===== config.mk =====
export PLATFORM = sky130hd
export DESIGN_NAME = uart_tx_arbiter
export DESIGN_NICKNAME = d
export VERILOG_FILES = /design/src/rtl/uart_tx_arbiter.sv
export SDC_FILE = /design/constraint.sdc
export NUM_CORES = 1
export LEC_CHECK = 0
export ABC_CLOCK_PERIOD_IN_PS = 5800
export BUFFER_PORTS_ARGS = -buffer_cell sky130_fd_sc_hd__buf_4
export CAP_MARGIN = 20
export CORE_MARGIN = 3
export CORE_UTILIZATION = 35
export CTS_BUF_LIST = sky130_fd_sc_hd__clkbuf_8
export DETAILED_ROUTE_END_ITERATION = 7
export GPL_TIMING_DRIVEN = 1
export MAX_ROUTING_LAYER = met4
export PLACE_DENSITY = 0.6
export SYNTH_ARGS = -nofsm -noshare
export SYNTH_HDL_FRONTEND = slang
export SYNTH_SLANG_ARGS = --single-unit

===== constraint.sdc =====
create_clock -name clk -period 5.8 [get_ports clk]
set_clock_uncertainty 0.2 [all_clocks]
set_input_delay 1.16 -clock clk [delete_from_list [all_inputs] [get_ports clk]]
set_output_delay 1.16 -clock clk [all_outputs]
set_load 0.01 [all_outputs]

===== src/rtl/uart_tx_arbiter.sv =====
// Round-robin arbiter that feeds one uart_send transmitter from N_REQ byte sources.
// The transmitter has no busy flag, so this block times each frame plus the guard gap itself.
module uart_tx_arbiter #(
    parameter int N_REQ      = 4,
    parameter int BAUD_DIV   = 10416,
    parameter int FRAME_BITS = 10,
    parameter int GAP_BITS   = 1
) (
    input  logic                       clk,
    input  logic                       rst,
    input  logic [N_REQ-1:0]           req_valid,
    input  logic [8*N_REQ-1:0]         req_data,
    output logic [N_REQ-1:0]           req_ready,
    output logic                       tx_valid,
    output logic [7:0]                 tx_data,
    output logic                       busy,
    output logic [$clog2(N_REQ)-1:0]   grant_id
);

    localparam int          GW = $clog2(N_REQ);
    localparam logic [31:0] W  = 32'((FRAME_BITS + GAP_BITS) * BAUD_DIV);

    typedef enum logic [1:0] {
        IDLE   = 2'd0,
        LAUNCH = 2'd1,
        WAIT   = 2'd2
    } state_t;

    state_t            state, state_nx;
    logic [31:0]       cnt, cnt_nx;
    logic [N_REQ-1:0]  ready_nx;
    logic              tx_valid_nx;
    logic [7:0]        data_nx;
    logic              busy_nx;
    logic [GW-1:0]     grant_nx;

    logic              hit;
    logic [GW-1:0]     pick;

    // Search starts one past the last grant; GW-bit addition wraps modulo N_REQ.
    always_comb begin
        hit  = 1'b0;
        pick = grant_id;
        for (int k = 1; k <= N_REQ; k++) begin
            if (!hit && req_valid[grant_id + GW'(k)]) begin
                hit  = 1'b1;
                pick = grant_id + GW'(k);
            end
        end
    end

    always_comb begin
        state_nx    = state;
        cnt_nx      = cnt;
        ready_nx    = '0;
        tx_valid_nx = 1'b0;
        data_nx     = tx_data;
        busy_nx     = busy;
        grant_nx    = grant_id;
        case (state)
            IDLE: begin
                busy_nx = 1'b0;
                if (hit) begin
                    data_nx        = req_data[{pick, 3'b000} +: 8];
                    grant_nx       = pick;
                    ready_nx[pick] = 1'b1;
                    tx_valid_nx    = 1'b1;
                    busy_nx        = 1'b1;
                    state_nx       = LAUNCH;
                end
            end
            LAUNCH: begin
                cnt_nx   = W - 32'd1;
                busy_nx  = 1'b1;
                state_nx = WAIT;
            end
            WAIT: begin
                busy_nx = 1'b1;
                if (cnt == 32'd0) begin
                    busy_nx  = 1'b0;
                    state_nx = IDLE;
                end else begin
                    cnt_nx = cnt - 32'd1;
                end
            end
            default: begin
                busy_nx  = 1'b0;
                state_nx = IDLE;
            end
        endcase
    end

    // Every output is a flop loaded from the next-state logic above.
    always_ff @(posedge clk) begin
        if (rst) begin
            state     <= IDLE;
            cnt       <= '0;
            req_ready <= '0;
            tx_valid  <= 1'b0;
            tx_data   <= '0;
            busy      <= 1'b0;
            grant_id  <= GW'(N_REQ - 1);
        end else begin
            state     <= state_nx;
            cnt       <= cnt_nx;
            req_ready <= ready_nx;
            tx_valid  <= tx_valid_nx;
            tx_data   <= data_nx;
            busy      <= busy_nx;
            grant_id  <= grant_nx;
        end
    end

endmodule


==> results of run 1 <==
[critical path: stages (launching register included)]
cell and delay (ns):
sky130_fd_sc_hd__dfxtp_1 0.36, sky130_fd_sc_hd__inv_1 0.07, sky130_fd_sc_hd__ha_1 0.22, sky130_fd_sc_hd__or4b_1 0.60, sky130_fd_sc_hd__or4_4 0.55, sky130_fd_sc_hd__o31ai_4 0.66
sky130_fd_sc_hd__or4_2 0.24, sky130_fd_sc_hd__a31oi_1 0.07
[power breakdown]
group | switching (W) | leakage, nW | internal (W)
Sequential | 0.0000394 | 0.410 | 0.000383
Clock | 0.000121 | 0.0472 | 0.0000962
Combinational | 0.000177 | 0.839 | 0.000134
Total | 0.000337 | 1.30 | 0.000613
[metal layers]
metal / share of wire (%) / wire [um] / track usage [%] / vias up
li1: - / - / - / 1315
met1: 48 / 3379 / 21.68 / 1237
met2: 48 / 3355 / 25.48 / 41
met3: 3.7 / 263 / 3.426 / 4
met4: 0.71 / 50 / 4.327 / 0
met5: 0 / 0 / - / -
[metrics by stage]
step                total power [W]  worst slack, ns
floorplan                 0.0006362            2.847
CTS                       0.0009545            2.655
global route               0.001014            2.431
detailed placement        0.0007362            2.405
global placement          0.0007317            2.484
finish                    0.0009496            2.666
[layout make-up]
cell class	count	area, um2	area share (%)
Tap cell	99	123.9	3.743
Inverter	7	26.28	0.7940
Clock inverter	2	12.51	0.3781
Timing Repair Buffer	55	414.1	12.51
Multi-Input combinational cell	242	1649	49.83
Clock buffer	6	82.58	2.495
Sequential cell	50	1001	30.25
[cell usage after synthesis (all sizes together) (3+ instances only)]
| master | instances |
|---|---|
| o21ai | 5 |
| and3 | 3 |
| or4 | 11 |
| or4b | 5 |
| nor4 | 4 |
| a21o | 3 |
| o41ai | 6 |
| nand3 | 5 |
| or3 | 7 |
| mux2 | 6 |
| o311ai | 4 |
| nand2 | 21 |
| a211oi | 5 |
| o31ai | 13 |
| and2 | 3 |
| a31oi | 11 |
| a21bo | 7 |
| nor3 | 10 |
| o211ai | 9 |
| nand4 | 11 |
| mux2i | 7 |
| nor3b | 4 |
| a31o | 4 |
| inv | 7 |
| nor2 | 31 |
| a21oi | 17 |
| dfxtp | 50 |
| nand2b | 5 |
| clkbuf | 14 |
| nand3b | 6 |
| buf | 5 |
[placed cells by master, fill, tap and decap left out, types with 4 or more instances in the layout]
cell	count
sky130_fd_sc_hd__buf_4	53
sky130_fd_sc_hd__dfxtp_1	50
sky130_fd_sc_hd__nor2_1	30
sky130_fd_sc_hd__nand2_1	21
sky130_fd_sc_hd__a21oi_1	17
sky130_fd_sc_hd__o31ai_1	12
sky130_fd_sc_hd__a31oi_1	11
sky130_fd_sc_hd__nand4_1	10
sky130_fd_sc_hd__nor3_1	9
sky130_fd_sc_hd__or4_1	8
sky130_fd_sc_hd__o211ai_1	8
sky130_fd_sc_hd__inv_1	7
sky130_fd_sc_hd__or3_1	7
sky130_fd_sc_hd__mux2i_1	7
sky130_fd_sc_hd__a21bo_2	7
sky130_fd_sc_hd__nand3b_1	6
sky130_fd_sc_hd__clkbuf_8	6
sky130_fd_sc_hd__nand2b_1	5
sky130_fd_sc_hd__o41ai_1	5
sky130_fd_sc_hd__nand3_1	5
sky130_fd_sc_hd__a211oi_1	5
sky130_fd_sc_hd__a31o_1	4
sky130_fd_sc_hd__nor3b_1	4
[flip-flops by register name, summed over array words and instances, names as in the netlist]
signal and flops:
cnt 32, tx_data 8, req_ready 4, grant_id 2, state 2, busy 1
tx_valid 1
[how the worst min path moves through the flow]
stage                     from  cells past startpoint  slack [ns]         end
finish                 cnt[26]                      2        0.29     cnt[26]
global route           cnt[26]                      2        0.32     cnt[26]
CTS                    cnt[26]                      2        0.30     cnt[26]
detailed placement  tx_data[3]                      2        0.28  tx_data[3]
global placement    tx_data[4]                      2        0.27  tx_data[4]
floorplan              cnt[17]                      2        0.25     cnt[17]
[logic make-up after synthesis]
logic type,count (synthesis),synth area share (%)
AND/OR/NAND/NOR,132,27.43
AO/OA/AOI/OAI,93,25.20
multiplexers,13,5.258
flip-flops,50,36.26
adder cells (fa/ha/maj),1,0.4532
XOR/XNOR,3,0.9521
buffers and inverters,26,4.443
==> reports/qor.tcl, run 1 <==
set qor(outcome) {completed}
set qor(antenna_found_initial) 0
set qor(area_delta_synth_final_pct) 19.90
set qor(cts_root_buf) {sky130_fd_sc_hd__clkbuf_8}
set qor(detail-route-antenna-nets) 0
set qor(die_area_um2) 8988
set qor(remaining_drc_errors) 0
set qor(setup_repair_bufs_after_cts) 0
set qor(grt.total_usage_pct) 16.40
set qor(timing.final.crit_period_ns) 3.134
set qor(vias) 2597
set qor(ff2ff_path_depth) 7
set qor(post_synth_instance_area_um2) 2760
set qor(antenna-diode-count) 0
set qor(power.leakage_nw) 1.295
set qor(post-dp-hpwl_mm) 5.121
set qor(drv_cap) 0
set qor(route.detailed.vias_per_inst) 5.633
set qor(min_period_over_period_pct) 54.03
set qor(cp-startpoint) {cnt[1]}
set qor(hold_slack_ns) 0.2912
set qor(synth_enable_flop_cells) 0
set qor(std_cell_rows) 31
set qor(yosys_warnings) 0
set qor(wl_per_cell_um) 15.29
set qor(worstSkewPairLatency_ns) 0.31
set qor(clk_transition_reported_paths_ns) 0.09
set qor(hold_violations) 0
set qor(syn-mean-instance-area_um2) 8.680
set qor(drt-total-wl_mm) 7.048
set qor(count_of_instances_resized_after_the_clock_tree_is_built) 0
set qor(tritoncts) {built}
set qor(start_kind) {flop}
set qor(r2r_setup_slack_ns) 2.67
set qor(critPathMaxFanout) 21
set qor(final_util_pct) 44.44
set qor(timing_max_transition_violations_final) 0
set qor(yosysTopAreaCellShare_pct) 36.26
set qor(setup.worst_path.end) {cnt[8]}
set qor(worst_slew_margin_rel_pct) 38.83
set qor(io_port_bufs) 53
set qor(grt_pass1_wl_mm) 11.51
set qor(r2r-end) {cnt[8]}
set qor(ys_ff_latch) 50
set qor(fillCellCount) 759
set qor(gp_congestion) 0.7448
set qor(floorplan.initialDensity_pct) 37.06
set qor(min_path_type) {flop to flop}
set qor(worst-endpoint-required_ns) 5.76
set qor(instances_no_fill) 461
set qor(max_freq_mhz) 319.1
set qor(netlist_top_cells_area) {sky130_fd_sc_hd__dfxtp_1, sky130_fd_sc_hd__nor2_1, sky130_fd_sc_hd__o31ai_1, sky130_fd_sc_hd__a21oi_1, sky130_fd_sc_hd__nand2_1}
set qor(die_width_um) 94.81
set qor(ctsLongestPathBuffers) 2
set qor(die_h_um) 94.81
set qor(mapped_cells) 318
set qor(rr_startpoint) {cnt[1]}
set qor(grt_pass1_vias) 2419
set qor(design.core.area_um2) 7447
set qor(share_of_flip_flops_with_an_asynchronous_set_or_reset_pct) 0
set qor(ys.flop_type) {sky130_fd_sc_hd__dfxtp_1}
set qor(clock_sinks) 50
set qor(dp_cells) 451
set qor(yosysSeqAreaShare_pct) 36.26
set qor(stdcell_area_um2) 3309
set qor(synth.lib_cells_used.distinct) 59
set qor(totalNegativeSetupSlack_ns) 0
set qor(layout-drive-gt1-share_pct) 23.76
set qor(final_net_count) 400
set qor(pin_count_of_the_biggest_net_entering_global_routing) 43
set qor(syn_nets) 357
set qor(initialDrtViolationCount) 102
set qor(arrival_ns) 3.09
set qor(power_density_cells_nw_per_um2) 286.9
set qor(ir_worst_vdd_v) 0.0001701
set qor(gr-total-overflow) 0
set qor(hold_buffers) 0
set qor(rsz_0062_raised_after_global_routing) {false}
set qor(boundaryPins) 54
set qor(setup_viol) 0
set qor(first_pass_iters) 4
set qor(dpl_cell_area_um2) 3198
set qor(setup.worst_path.end_class) {flop}
set qor(cts_htree_levels) 2
set qor(cts_made_buffers) 5
set qor(yosys.area.top_type) {sky130_fd_sc_hd__dfxtp_1}
set qor(critPathKind) {flop to flop}
set qor(worst_pin_slew_ns) 0.9076
No activity file was read; power rests on OpenSTA's default activity.
==> run 2, diff against run 1 <==
Settings changed: ABC_CLOCK_PERIOD_IN_PS 5800 to 2700, PLACE_DENSITY 0.6 to 0.62.
Clock period 5.8 ns to 2.7 ns, I/O delays scaled along.
==> run 2 against run 1 <==
Compared with the run above: final cell count up 6.3%; worst hold slack worse by 0.0038 ns; critical path depth unchanged; first-iteration DRC count up 19%; clock power up 150%; sequential power up 110%; global-route usage up 0.91 points; non-clock buffer count up 29; total power up 130%; utilization up 3.7 points; fmax up 20%; via count up 3.9%; critical endpoint is now cnt[29]; highest routed layer unchanged.
==> reports/qor.tcl, run 2 (synthesized netlist as in run 1, its figures left out) <==
set qor(critPathMaxFanout) 6 ;# was 21
set qor(ctsLongestPathBuffers) 2 ;# unchanged
set qor(floorplan.initialDensity_pct) 37.06 ;# unchanged
set qor(hold_violations) 0 ;# unchanged
set qor(largest_reg_flops) 32 ;# unchanged
set qor(setup_repair_bufs_after_cts) 0 ;# unchanged
set qor(worst_pin_slew_ns) 0.5930 ;# was 0.9076 ns
set qor(initialDrtViolationCount) 121 ;# was 102
set qor(arrival_ns) 2.62 ;# was 3.09 ns
set qor(remaining_drc_errors) 0 ;# unchanged
set qor(fillCellCount) 734 ;# was 759
set qor(boundaryPins) 54 ;# unchanged
set qor(gr-total-overflow) 0 ;# unchanged
set qor(ir_worst_vdd_v) 0.0002792 ;# was 0.0001701 V
set qor(route.detailed.vias_per_inst) 5.508 ;# was 5.633
set qor(vias) 2699 ;# was 2597
set qor(count_of_instances_resized_after_the_clock_tree_is_built) 0 ;# unchanged
set qor(grt.total_usage_pct) 17.31 ;# was 16.40%
set qor(cts_htree_levels) 2 ;# unchanged
set qor(grt_pass1_vias) 2583 ;# was 2419
set qor(mostFrequentLayoutCell) {sky130_fd_sc_hd__buf_4} ;# unchanged
set qor(io_port_bufs) 53 ;# unchanged
set qor(clk_transition_reported_paths_ns) 0.10 ;# was 0.09 ns
set qor(timing.critical_path.cells) {inv_2 -> ha_4 -> or4b_4 -> or4_4 -> o2111a_2 -> nand3_2 -> mux2_4} ;# was inv_1 -> ha_1 -> or4b_1 -> or4_4 -> o31ai_4 -> or4_2 -> a31oi_1
set qor(die_area_um2) 8988 ;# unchanged
set qor(cts_root_buf) {sky130_fd_sc_hd__clkbuf_8} ;# unchanged
set qor(gp_congestion) 0.8058 ;# was 0.7448
set qor(area_delta_synth_final_pct) 29.78 ;# was 19.90%
set qor(rsz_0062_raised_after_global_routing) {false} ;# unchanged
set qor(design.core.area_um2) 7447 ;# unchanged
set qor(final_net_count) 429 ;# was 400
set qor(crit_path_top_delay_cell) {sky130_fd_sc_hd__or4_4} ;# was sky130_fd_sc_hd__o31ai_4
set qor(drv_cap) 0 ;# unchanged
set qor(tritoncts) {built} ;# unchanged
set qor(antenna_found_initial) 0 ;# unchanged
set qor(pin_count_of_the_biggest_net_entering_global_routing) 43 ;# unchanged
set qor(die_h_um) 94.81 ;# unchanged
set qor(power_density_cells_nw_per_um2) 622.1 ;# was 286.9 nW/um2
set qor(power.leakage_nw) 1.448 ;# was 1.295 nW
set qor(layout-drive-gt1-share_pct) 32.23 ;# was 23.76%
set qor(min_period_over_period_pct) 97.04 ;# was 54.03%
set qor(critPathKind) {flop to flop} ;# unchanged
set qor(largest_register) {cnt} ;# unchanged
set qor(antenna-diode-count) 0 ;# unchanged
set qor(instances_no_fill) 490 ;# was 461
set qor(slowest_delay_ns) 0.55 ;# was 0.66 ns
set qor(worst_slew_margin_rel_pct) 60.32 ;# was 38.83%
set qor(wl_per_cell_um) 14.91 ;# was 15.29 um
set qor(layout.cells.most_common_list) {sky130_fd_sc_hd__buf_4, sky130_fd_sc_hd__dfxtp_1, sky130_fd_sc_hd__nor2_1} ;# unchanged
set qor(r2r_setup_slack_ns) 0.08 ;# was 2.67 ns
set qor(reg.largest.list) {cnt x32, tx_data x8, req_ready x4} ;# unchanged
set qor(post-dp-hpwl_mm) 5.415 ;# was 5.121 mm
set qor(setup_viol) 0 ;# unchanged
set qor(start_kind) {flop} ;# unchanged
set qor(totalNegativeSetupSlack_ns) 0 ;# unchanged
set qor(drt-total-wl_mm) 7.305 ;# was 7.048 mm
set qor(std_cell_rows) 31 ;# unchanged
set qor(clock_sinks) 50 ;# unchanged
set qor(detail-route-antenna-nets) 0 ;# unchanged
set qor(min_path_type) {flop to flop} ;# unchanged
set qor(outcome) {completed} ;# unchanged
set qor(grt_pass1_wl_mm) 12.14 ;# was 11.51 mm
set qor(max_freq_mhz) 381.7 ;# was 319.1 MHz
set qor(setup.worst_path.end_class) {flop} ;# unchanged
set qor(timing.final.crit_period_ns) 2.620 ;# was 3.134 ns
set qor(cts_made_buffers) 5 ;# unchanged
set qor(first_pass_iters) 4 ;# unchanged
set qor(die_width_um) 94.81 ;# unchanged
set qor(hold_buffers) 0 ;# unchanged
set qor(dp_cells) 482 ;# was 451
set qor(worstSkewPairLatency_ns) 0.30 ;# was 0.31 ns
set qor(worst-endpoint-required_ns) 2.70 ;# was 5.76 ns
set qor(timing_max_transition_violations_final) 0 ;# unchanged
run 2: worst max-delay path: cells and delay by family, from the launching register on:
kind	cells	cell delay (ns)
adder cells (fa/ha/maj)	1	0.14
multiplexers	1	0.29
AO/OA/AOI/OAI	1	0.35
buffers and inverters	1	0.07
flip-flops	1	0.35
AND/OR/NAND/NOR	3	1.11
run 2: stage by stage:
stage | setup slack [ns] | hold WS (ns) | util [%] | instance area (um2) | total power, W
2_1_floorplan | 0.0006197 | 0.2545 | - | 2803 | 0.001390
3_3_place_gp | 0.04338 | 0.2655 | 46.56 | 3467 | 0.001688
3_5_place_dp | 0.02611 | 0.2753 | 46.56 | 3467 | 0.001702
4_1_cts | 0.01733 | 0.2904 | 48.08 | 3581 | 0.002253
5_1_grt | 0.004762 | 0.3125 | 48.10 | 3582 | 0.002370
6_report | 0.08000 | 0.2874 | 48.10 | 3582 | 0.002228
run 2: layout make-up:
cell class	count	area (um2)	area share, %
clock inverters	3	45.04	1.257
flip-flops and latches	50	1003	28.01
well taps	99	123.9	3.458
inverters	7	26.28	0.7335
repair buffers	84	630.6	17.60
multi-input cells	242	1684	47.01
clock buffers	5	68.82	1.921
run 2: worst paths after layout:
path                            startpoint      end  cells after the start
worst max-delay path                cnt[1]  cnt[29]                      7
worst min-delay path                cnt[0]   cnt[0]                      1
worst max register to register      cnt[1]  cnt[29]                      7
worst min register to register      cnt[0]   cnt[0]                      1
run 2: power breakdown:
group          internal, W  switching, W
Sequential        0.000824     0.0000800
Clock             0.000276      0.000265
Combinational     0.000375      0.000410
Total              0.00147      0.000754
run 2: routing by layer:
metal,wire [um],GRT usage [%]
met3,416,3.347
met2,3351,26.78
met1,3492,23.23
met4,44,4.327
met5,0,-
==> run 3, diff against run 2 <==
Settings changed: MAX_ROUTING_LAYER met4 to default.
==> run 3 against run 2 <==
Compared with the run above: clock-buffer cell count did not move; routed wire length about the same; non-clock buffer count stayed put; flip-flop and latch count unchanged; final cell count is the same; utilization unchanged; global-route usage down 0.48 points; sequential share of layout area is the same.
==> reports/qor.tcl, run 3 (synthesized netlist as in run 1, its figures left out) <==
set qor(outcome) {completed} ;# unchanged
set qor(cts_htree_levels) 2 ;# unchanged
set qor(vias) 2706 ;# was 2699
set qor(ctsLongestPathBuffers) 2 ;# unchanged
set qor(grt_pass1_wl_mm) 12.14 ;# unchanged
set qor(layout.area.seq_um2) 1003 ;# unchanged
set qor(rsz_0062_raised_after_global_routing) {false} ;# unchanged
set qor(worstPathBufferInverterCount) 1 ;# unchanged
set qor(layout.cells.most_common_list) {sky130_fd_sc_hd__buf_4, sky130_fd_sc_hd__dfxtp_1, sky130_fd_sc_hd__nor2_1} ;# unchanged
set qor(clk_transition_reported_paths_ns) 0.10 ;# about the same
set qor(boundaryPins) 54 ;# unchanged
set qor(detail-route-antenna-nets) 0 ;# unchanged
set qor(critPathKind) {flop to flop} ;# unchanged
set qor(setup.worst_path.end_class) {flop} ;# unchanged
set qor(power_density_cells_nw_per_um2) 622.2 ;# was 622.1 nW/um2
set qor(setup_repair_bufs_after_cts) 0 ;# unchanged
set qor(dpl_cell_area_um2) 3467 ;# unchanged
set qor(floorplan.initialDensity_pct) 37.06 ;# unchanged
set qor(grt.total_usage_pct) 16.83 ;# was 17.31%
set qor(crit_path_top_delay_cell) {sky130_fd_sc_hd__or4_4} ;# unchanged
set qor(remaining_drc_errors) 0 ;# unchanged
set qor(power.leakage_nw) 1.448 ;# unchanged
set qor(min_period_over_period_pct) 97.14 ;# was 97.04%
set qor(fin_ws_ns) 0.07730 ;# was 0.08000 ns
set qor(max_freq_mhz) 381.3 ;# was 381.7 MHz
set qor(die_area_um2) 8988 ;# unchanged
set qor(ir_worst_vdd_v) 0.0002792 ;# about the same
set qor(timing.critical_path.cells) {inv_2 -> ha_4 -> or4b_4 -> or4_4 -> o2111a_2 -> nand3_2 -> mux2_4} ;# unchanged
set qor(reg.largest.list) {cnt x32, tx_data x8, req_ready x4} ;# unchanged
set qor(clock_sinks) 50 ;# unchanged
set qor(post-dp-hpwl_mm) 5.415 ;# unchanged
set qor(largest_reg_flops) 32 ;# unchanged
set qor(pin_count_of_the_biggest_net_entering_global_routing) 43 ;# unchanged
set qor(drt-total-wl_mm) 7.312 ;# was 7.305 mm
set qor(met3RoutedLength_um) 364 ;# was 416 um
set qor(worstSkewPairLatency_ns) 0.30 ;# about the same
set qor(critPathMaxFanout) 6 ;# unchanged
set qor(timing_max_transition_violations_final) 0 ;# unchanged
set qor(tritoncts) {built} ;# unchanged
set qor(hold_violations) 0 ;# unchanged
set qor(route.top_layer_used) {met4} ;# unchanged
set qor(worst_slack_at_placement_ns) 0.02611 ;# unchanged
set qor(slowest_delay_ns) 0.55 ;# about the same
set qor(drv_cap) 0 ;# unchanged
set qor(mostFrequentLayoutCell) {sky130_fd_sc_hd__buf_4} ;# unchanged
set qor(die_width_um) 94.81 ;# unchanged
set qor(cts_made_buffers) 5 ;# unchanged
set qor(arrival_ns) 2.62 ;# about the same
set qor(wl_met1_mm) 3.546 ;# was 3.492 mm
set qor(wl_per_cell_um) 14.92 ;# was 14.91 um
set qor(setup_viol) 0 ;# unchanged
set qor(first_pass_iters) 4 ;# unchanged
set qor(gp_congestion) 0.7945 ;# was 0.8058
set qor(stdcell_area_um2) 3582 ;# unchanged
set qor(fillCellCount) 734 ;# unchanged
set qor(antenna-diode-count) 0 ;# unchanged
set qor(timing.critical_path.max_delay_family) {simple AND/OR/NAND/NOR gates} ;# unchanged
set qor(multi_input_comb_area_um2) 1684 ;# unchanged
set qor(min_path_type) {flop to flop} ;# unchanged
set qor(antenna_found_initial) 0 ;# unchanged
set qor(grt_pass1_vias) 2585 ;# was 2583
set qor(worst_pin_slew_ns) 0.5904 ;# was 0.5930 ns
set qor(largest_register) {cnt} ;# unchanged
set qor(worst_slew_margin_rel_pct) 60.50 ;# was 60.32%
set qor(gr-total-overflow) 0 ;# unchanged
set qor(final_net_count) 429 ;# unchanged
set qor(r2r_setup_slack_ns) 0.08 ;# about the same
set qor(die_h_um) 94.81 ;# unchanged
set qor(met2_length_mm) 3.355 ;# was 3.351 mm
set qor(area_delta_synth_final_pct) 29.78 ;# unchanged
set qor(totalNegativeSetupSlack_ns) 0 ;# unchanged
set qor(design.core.area_um2) 7447 ;# unchanged
set qor(layout-drive-gt1-share_pct) 32.23 ;# unchanged
set qor(route.detailed.vias_per_inst) 5.522 ;# was 5.508
set qor(std_cell_rows) 31 ;# unchanged
set qor(initialDrtViolationCount) 118 ;# was 121
set qor(io_port_bufs) 53 ;# unchanged
set qor(timing.final.crit_period_ns) 2.623 ;# was 2.620 ns
set qor(cts_root_buf) {sky130_fd_sc_hd__clkbuf_8} ;# unchanged
set qor(worst-endpoint-required_ns) 2.70 ;# about the same
set qor(start_kind) {flop} ;# unchanged
-- run 3: final timing paths --
path	cells past startpoint	from	endpoint
hold reg to reg	1	cnt[0]	cnt[0]
setup / recovery	7	cnt[1]	cnt[29]
setup reg to reg	7	cnt[1]	cnt[29]
hold / removal	1	cnt[0]	cnt[0]
-- run 3: what timing repair did --
action                     CTS  global route
resized for setup            0             1
hold endpoints to repair     0             0
hold buffers                 0             0
setup endpoints to repair    0             6
-- run 3: cell type report --
class | instances | share of cell area (%)
Inverter | 7 | 0.7335
Clock inverter | 3 | 1.257
Clock buffer | 5 | 1.921
Tap cell | 99 | 3.458
Sequential cell | 50 | 28.01
Multi-Input combinational cell | 242 | 47.01
Timing Repair Buffer | 84 | 17.60
-- run 3: where the power goes --
part           total (W)  internal [W]  switching, W
registers       0.000904      0.000824     0.0000800
clock network   0.000541      0.000276      0.000265
logic           0.000784      0.000375      0.000409
-- run 3: metal layers --
metal,vias to the layer above,global-route usage [%]
met5,-,0
met4,0,4.327
met3,2,3.665
met2,54,26.78
met1,1280,23.04
li1,1370,-
-- run 3: worst register-to-register path: stages (launching register included) --
cell	delay, ns
sky130_fd_sc_hd__dfxtp_2	0.35
sky130_fd_sc_hd__inv_2	0.07
sky130_fd_sc_hd__ha_4	0.14
sky130_fd_sc_hd__or4b_4	0.46
sky130_fd_sc_hd__or4_4	0.55
sky130_fd_sc_hd__o2111a_2	0.35
sky130_fd_sc_hd__nand3_2	0.10
sky130_fd_sc_hd__mux2_4	0.29
-- run 3: metrics by stage --
stage / utilization, % / hold slack [ns] / total power (W) / instances
floorplan: - / 0.2545 / 0.001390 / 318
global placement: 46.56 / 0.2655 / 0.001688 / 482
detailed placement: 46.56 / 0.2753 / 0.001702 / 482
CTS: 48.08 / 0.2904 / 0.002253 / 490
global route: 48.10 / 0.3125 / 0.002370 / 490
finish: 48.10 / 0.2879 / 0.002229 / 490
